===== src/rtl/router_ingress_ctrl.sv =====
// rtl/router_ingress_ctrl.sv - 1x3 router ingress control: steers header/payload/parity into per-port FIFOs,
// checks parity, back-pressures the source and flushes FIFOs that go unread for too long.
module router_ingress_ctrl #(
  parameter int NUM_PORTS = 3,
  parameter int TIMEOUT   = 30
) (
  input  logic                 clock,
  input  logic                 resetn,
  input  logic                 pkt_valid,
  input  logic [7:0]           data_in,
  input  logic [NUM_PORTS-1:0] fifo_full,
  input  logic [NUM_PORTS-1:0] fifo_empty,
  input  logic [NUM_PORTS-1:0] read_enb,
  output logic [7:0]           data_out,
  output logic [NUM_PORTS-1:0] write_enb,
  output logic                 lfd_state,
  output logic                 busy,
  output logic                 err,
  output logic [NUM_PORTS-1:0] valid_out,
  output logic [NUM_PORTS-1:0] soft_reset
);

  typedef enum logic [2:0] {
    S_IDLE,
    S_WAIT_EMPTY,
    S_LOAD_HDR,
    S_LOAD_DATA,
    S_CHECK_PARITY,
    S_DROP
  } state_t;

  state_t               state_q, state_d;
  logic [7:0]           hdr_q, hdr_d;
  logic [7:0]           parity_q, parity_d;
  logic [7:0]           pbyte_q, pbyte_d;
  logic                 err_q, err_d;
  logic [NUM_PORTS-1:0] sr_q, sr_d;
  logic [4:0]           cnt_q [NUM_PORTS];
  logic [4:0]           cnt_d [NUM_PORTS];

  logic [NUM_PORTS-1:0] in_sel, act_sel;
  logic                 in_hdr_ok, in_empty, act_empty, act_full, abort;
  logic                 hdr_take, pay_take, par_take;

  // Address values with no matching port decode to all-zero, which marks the header as droppable.
  function automatic logic [NUM_PORTS-1:0] port_onehot(input logic [1:0] a);
    logic [NUM_PORTS-1:0] oh;
    for (int i = 0; i < NUM_PORTS; i++) oh[i] = (a == 2'(i));
    return oh;
  endfunction

  assign in_sel    = port_onehot(data_in[1:0]);
  assign act_sel   = port_onehot(hdr_q[1:0]);
  assign in_hdr_ok = |in_sel;
  assign in_empty  = |(fifo_empty & in_sel);
  assign act_empty = |(fifo_empty & act_sel);
  assign act_full  = |(fifo_full & act_sel);
  assign abort     = (|(sr_q & act_sel)) &&
                     (state_q inside {S_WAIT_EMPTY, S_LOAD_HDR, S_LOAD_DATA});

  always_ff @(posedge clock or negedge resetn) begin
    if (!resetn) state_q <= S_IDLE;
    else         state_q <= state_d;
  end

  always_comb begin
    state_d = state_q;
    case (state_q)
      S_IDLE: begin
        if (pkt_valid) begin
          if (!in_hdr_ok)    state_d = S_DROP;
          else if (in_empty) state_d = S_LOAD_HDR;
          else               state_d = S_WAIT_EMPTY;
        end
      end
      S_WAIT_EMPTY: begin
        if (abort)          state_d = S_DROP;
        else if (act_empty) state_d = S_LOAD_HDR;
      end
      // A full flag here is unexpected, but holding off keeps the header from being lost.
      S_LOAD_HDR: begin
        if (abort)          state_d = S_DROP;
        else if (!act_full) state_d = S_LOAD_DATA;
      end
      S_LOAD_DATA: begin
        if (abort)                       state_d = S_DROP;
        else if (!act_full && !pkt_valid) state_d = S_CHECK_PARITY;
      end
      S_CHECK_PARITY: state_d = S_IDLE;
      S_DROP: begin
        if (!pkt_valid) state_d = S_IDLE;
      end
      default: state_d = S_IDLE;
    endcase
  end

  always_comb begin
    write_enb = '0;
    data_out  = 8'h00;
    lfd_state = 1'b0;
    busy      = 1'b0;
    hdr_take  = 1'b0;
    pay_take  = 1'b0;
    par_take  = 1'b0;
    case (state_q)
      S_IDLE: hdr_take = pkt_valid && in_hdr_ok;
      S_WAIT_EMPTY: busy = 1'b1;
      S_LOAD_HDR: begin
        busy = 1'b1;
        if (!abort && !act_full) begin
          write_enb = act_sel;
          data_out  = hdr_q;
          lfd_state = 1'b1;
        end
      end
      S_LOAD_DATA: begin
        busy = act_full;
        if (!abort && !act_full) begin
          write_enb = act_sel;
          data_out  = data_in;
          pay_take  = pkt_valid;
          par_take  = !pkt_valid;
        end
      end
      S_CHECK_PARITY: busy = 1'b1;
      default: ;
    endcase
  end

  always_comb begin
    hdr_d    = hdr_q;
    parity_d = parity_q;
    pbyte_d  = pbyte_q;
    err_d    = err_q;
    if (hdr_take) begin
      hdr_d    = data_in;
      parity_d = data_in;
      err_d    = 1'b0;
    end
    if (pay_take) parity_d = parity_q ^ data_in;
    if (par_take) pbyte_d = data_in;
    if (state_q == S_CHECK_PARITY) err_d = (pbyte_q != parity_q);
  end

  always_comb begin
    for (int i = 0; i < NUM_PORTS; i++) begin
      cnt_d[i] = cnt_q[i];
      sr_d[i]  = 1'b0;
      if (fifo_empty[i] || read_enb[i]) begin
        cnt_d[i] = '0;
      end else if (cnt_q[i] == 5'(TIMEOUT - 1)) begin
        cnt_d[i] = '0;
        sr_d[i]  = 1'b1;
      end else begin
        cnt_d[i] = cnt_q[i] + 5'd1;
      end
    end
  end

  always_ff @(posedge clock or negedge resetn) begin
    if (!resetn) begin
      hdr_q    <= 8'h00;
      parity_q <= 8'h00;
      pbyte_q  <= 8'h00;
      err_q    <= 1'b0;
      sr_q     <= '0;
      for (int i = 0; i < NUM_PORTS; i++) cnt_q[i] <= '0;
    end else begin
      hdr_q    <= hdr_d;
      parity_q <= parity_d;
      pbyte_q  <= pbyte_d;
      err_q    <= err_d;
      sr_q     <= sr_d;
      for (int i = 0; i < NUM_PORTS; i++) cnt_q[i] <= cnt_d[i];
    end
  end

  assign err        = err_q;
  assign soft_reset = sr_q;
  assign valid_out  = ~fifo_empty;

endmodule


===== config.mk =====
export PLATFORM = sky130hd
export DESIGN_NAME = router_ingress_ctrl
export DESIGN_NICKNAME = d
export VERILOG_FILES = /design/src/rtl/router_ingress_ctrl.sv
export SDC_FILE = /design/constraint.sdc
export NUM_CORES = 1
export LEC_CHECK = 0
export CAP_MARGIN = 20
export CORE_UTILIZATION = 40
export CTS_CLUSTER_SIZE = 40
export DETAILED_ROUTE_END_ITERATION = 16
export GPL_TIMING_DRIVEN = 0
export SLEW_MARGIN = 20
export SYNTH_ARGS = -nofsm -noshare
export SYNTH_HDL_FRONTEND = slang
export SYNTH_SLANG_ARGS = --single-unit

===== constraint.sdc =====
create_clock -name clock -period 2.45 [get_ports clock]
set_input_delay 0.49 -clock clock [delete_from_list [all_inputs] [get_ports clock]]
set_output_delay 0.49 -clock clock [all_outputs]
set_load 0.02 [all_outputs]

==> metrics.md <==
| Metric | Value |
|---|---|
| Die H | `81.0 um` |
| Top cell type's share of synthesized area | `0.461` |
| Synth Cell Area | `2490 sq um` |
| Max-cap violations | `0` |
| Routability congestion estimate | `0.762` |
| Clock latency on the worst-skew pair | `0.30 ns` |
| FILL cells | `548` |
| Vias | `1925` |
| Fmax | `0.406 GHz` |
| # clock sinks | `46` |
| Failing checks | `negative setup slack` |
| Final worst-path setup slack | `-0.0117 ns` |
| Post-place setup slack | `-1.01 ns` |
| Core area | `5960 sq um` |
| Crit-path cells | `buf_4, mux2i_4, o21ai_4, or2_0, buf_4, clkbuf_16, nor3_2, buf_4` |
| Largest net degree at the start of global routing | `32` |
| Clock buffer depth | `2` |
| Combinational share of power | `0.514` |
| Number of synthesized flops with an enable pin | `0` |
| Final Instance Count excl. Fillers | `370` |
| Via density | `5.20` |
| Row Count | `28` |
| Die area | `6560 sq um` |
| Initial antenna violation count | `0` |
| Overflow after GRT | `0` |
| Slew Viols, Final | `0` |
| Fin util | `0.541` |
| Vias in the first global route | `1753` |
| Ranking of synthesized cells by area | `dfrtp_1 (46%), mux2i_1 (6.4%), mux2_2 (6.3%)` |
| Synth warnings | `0` |
| Sw frac | `0.380` |
| Power, Total | `0.00344 W` |
| Final period util | `1.00` |
| Final wirelength | `5360 um` |
| Type of origin of the critical path | `flip-flop` |
| First-pass GRT wire length | `8790 um` |
| Share of cells above drive strength 1 | `0.244` |
| Multiplexer share of the synthesized area | `0.133` |
| Switching power | `0.00131 W` |
| Required time worst endpoint | `1.96 ns` |
| Clock-pin slew on the worst setup and hold paths | `0.09 ns` |
| Hold_buf cts | `0` |
| Worst Setup End Kind | `output pin` |
| LEAKAGE | `1.40 nW` |
| Pre-Repair DR Iteration Count | `4` |
| CTS tree | `yes` |
| Main combinational cell family by area after synthesis | `simple AND/OR/NAND/NOR gates` |
| Fin Clk Skew | `0.00853 ns` |
| Internal power | `0.00213 W` |
| Outcome | `complete, but fails checks` |
| Cts bufs inserted | `5` |
| Peak supply drop | `0.000577 V` |
| Post-Synth Simple-Gate Area | `0.149` |
| Hpwl dp | `3720 um` |
| Sequential area share after synthesis | `0.461` |
| Adder-Cell Fraction of Synth Area | `0.0301` |
| WP data arrival | `1.97 ns` |
| Power per cell area | `1070 nW/um^2` |
| Worst setup path category | `reg2out` |
| Most frequent CP cell | `buf_4` |
| Chip Width | `81.0 um` |
| Synth area leader | `dfrtp_1` |
| Number of I/O pins | `40` |
| Rel. slew slack | `0.474` |
| Final setup fails | `1` |
| Placed cell count | `352` |
| Synth Flop Type | `dfrtp_1` |
| Nets | `320` |
| Delay of the slowest cell on the worst path | `0.38 ns` |
| Unrepaired setup endpoints after global routing | `yes` |
| CP max stage cell | `dfrtp_1` |
| Post-route ant nets | `0` |
| CTS Root Cell | `clkbuf_8` |
| Yosys cell types | `44` |
| Synth Area in Compound Gates | `0.112` |
| Hold Path Class | `in2async` |
| H-Tree Depth | `2` |
| Area Overhead vs Synth | `29.2%` |
| Net count after synthesis | `265` |
| Clock power share | `0.145` |
| Port Buf Inserts | `37` |
| Sequential fraction of design power | `0.340` |
| Worst-Margin Slew | `0.785 ns` |
| Final hold viol count | `0` |
| # diodes | `0` |
| Fin crit period | `2.46 ns` |
| Synthesized area per cell | `10.4 sq um` |
| Post-DR wirelength/cell | `14.5 um` |
| Starting Density | `0.419` |
| Crit path max fanout | `10` |
| Async S/R FF share, synth | `1.00` |
| GRT Overall Usage | `0.180` |
| Cells after Synth | `239` |
| Drt drc | `0` |
| Initial drt markers | `57` |
| Synth Area in XOR/XNOR | `0.0667` |
| FF+latch count, synth | `46` |
## cell usage after synthesis (all sizes together) (2+ instances only)
master and instances:
a21oi 12, a311oi 4, buf 8, clkbuf 5, dfrtp 46, ha 6
inv 9, mux2 15, mux2i 16, nand2 8, nand3 8, nand3b 4
nand4 5, nor2 37, nor3 7, nor3b 2, o211ai 2, o21a 2
o21ai 7, o21bai 2, o22a 2, xnor2 11, xor2 8
## layer usage
| metal | part of all wire | up-vias | track usage |
|---|---|---|---|
| met5 | 0 | - | 0 |
| met4 | 0.017 | 0 | 0.0696 |
| met2 | 0.47 | 31 | 0.279 |
| li1 | - | 947 | - |
| met1 | 0.48 | 940 | 0.250 |
| met3 | 0.037 | 7 | 0.0315 |
## flip-flops by register name (all words and copies together), names as in the netlist
name and cells:
soft_reset 3, pbyte_q 8, cnt_q 15, state_q 3
hdr_q 8, err 1, parity_q 8
## final cells by class
cell class,count,area (sq um),area share
Inverter,9,33.8,0.0105
Clock inverter,2,12.5,0.00388
Tap cell,75,93.8,0.0291
Buffer,13,113,0.0349
Timing Repair Buffer,48,444,0.138
Multi-Input combinational cell,171,1290,0.401
Clock buffer,6,82.6,0.0256
Sequential cell,46,1150,0.357
## what timing repair did
item,in CTS,in global routing
endpoints found under the setup margin,13,14
buffers inserted,9,1
pin swaps,2,1
endpoints found under the hold margin,0,0
resized for setup,82,12
## power groups by stage
stage	clock [W]	combinational, W	sequential, W
2_1_floorplan	0	0.00112	0.00115
3_3_place_gp	0	0.00154	0.00117
3_5_place_dp	0	0.00155	0.00118
4_1_cts	0.000507	0.00172	0.00117
5_1_grt	0.000540	0.00192	0.00120
6_report	0.000500	0.00177	0.00117
## per-stage QoR
| stage | area (sq um) | hold WS [ns] | setup TNS [ns] |
|---|---|---|---|
| after global placement | 2960 | 0.481 | -36.63 |
| final | 3220 | 0.0971 | -0.0117 |
| after CTS | 3180 | 0.105 | 0 |
| after global routing | 3220 | 0.114 | -0.820 |
| after floorplan | 2490 | 0.194 | 0 |
| after detailed placement | 2970 | 0.437 | -13.74 |
## cells by family after synthesis
kind of cell             after synthesis
flip-flops                            46
AND/OR/NAND/NOR                       76
adder cells (fa/ha/maj)                6
AO/OA/AOI/OAI                         39
buffers and inverters                 22
XOR/XNOR                              19
multiplexers                          31
## placed cells by master, fill, tap and decap left out, types with 3 or more instances in the layout
cell type and instances:
clkdlybuf4s50_1 20, nor3_1 4, inv_1 9, dfrtp_1 46, nor2_1 31, mux2i_1 14
ha_1 6, clkbuf_8 6, xor2_1 8, clkbuf_2 3, o21ai_0 6, buf_4 16
a21oi_1 12, buf_6 9, buf_2 4, xnor2_1 11, nand3b_1 4, nand2_1 8
nand4_1 5, mux2_2 14, a311oi_1 4, nand3_1 8, nor2_2 4
## worst max-delay path: cells and delay by family (launching register included)
family	cells	cell delay (ns)
AO/OA/AOI/OAI	1	0.08
multiplexers	1	0.26
buffers and inverters	4	0.61
AND/OR/NAND/NOR	2	0.32
flip-flops	1	0.38
## worst paths after layout
| path | startpoint | to | slack, ns | depth (start not counted) |
|---|---|---|---|---|
| max | hdr_q[1] | write_enb[0] | -0.01 | 8 |
| min reg2reg | cnt_q[0] | cnt_q[0] | 0.50 | 1 |
| max in group asynchronous | resetn | pbyte_q[4] | 1.85 | 2 |
| max reg2reg | hdr_q[1] | pbyte_q[6] | 0.20 | 8 |
| min in group clock | cnt_q[0] | cnt_q[0] | 0.50 | 1 |
| min | resetn | state_q[0] | 0.1 | 1 |
Note: power is estimated with default switching activity, not from simulation.
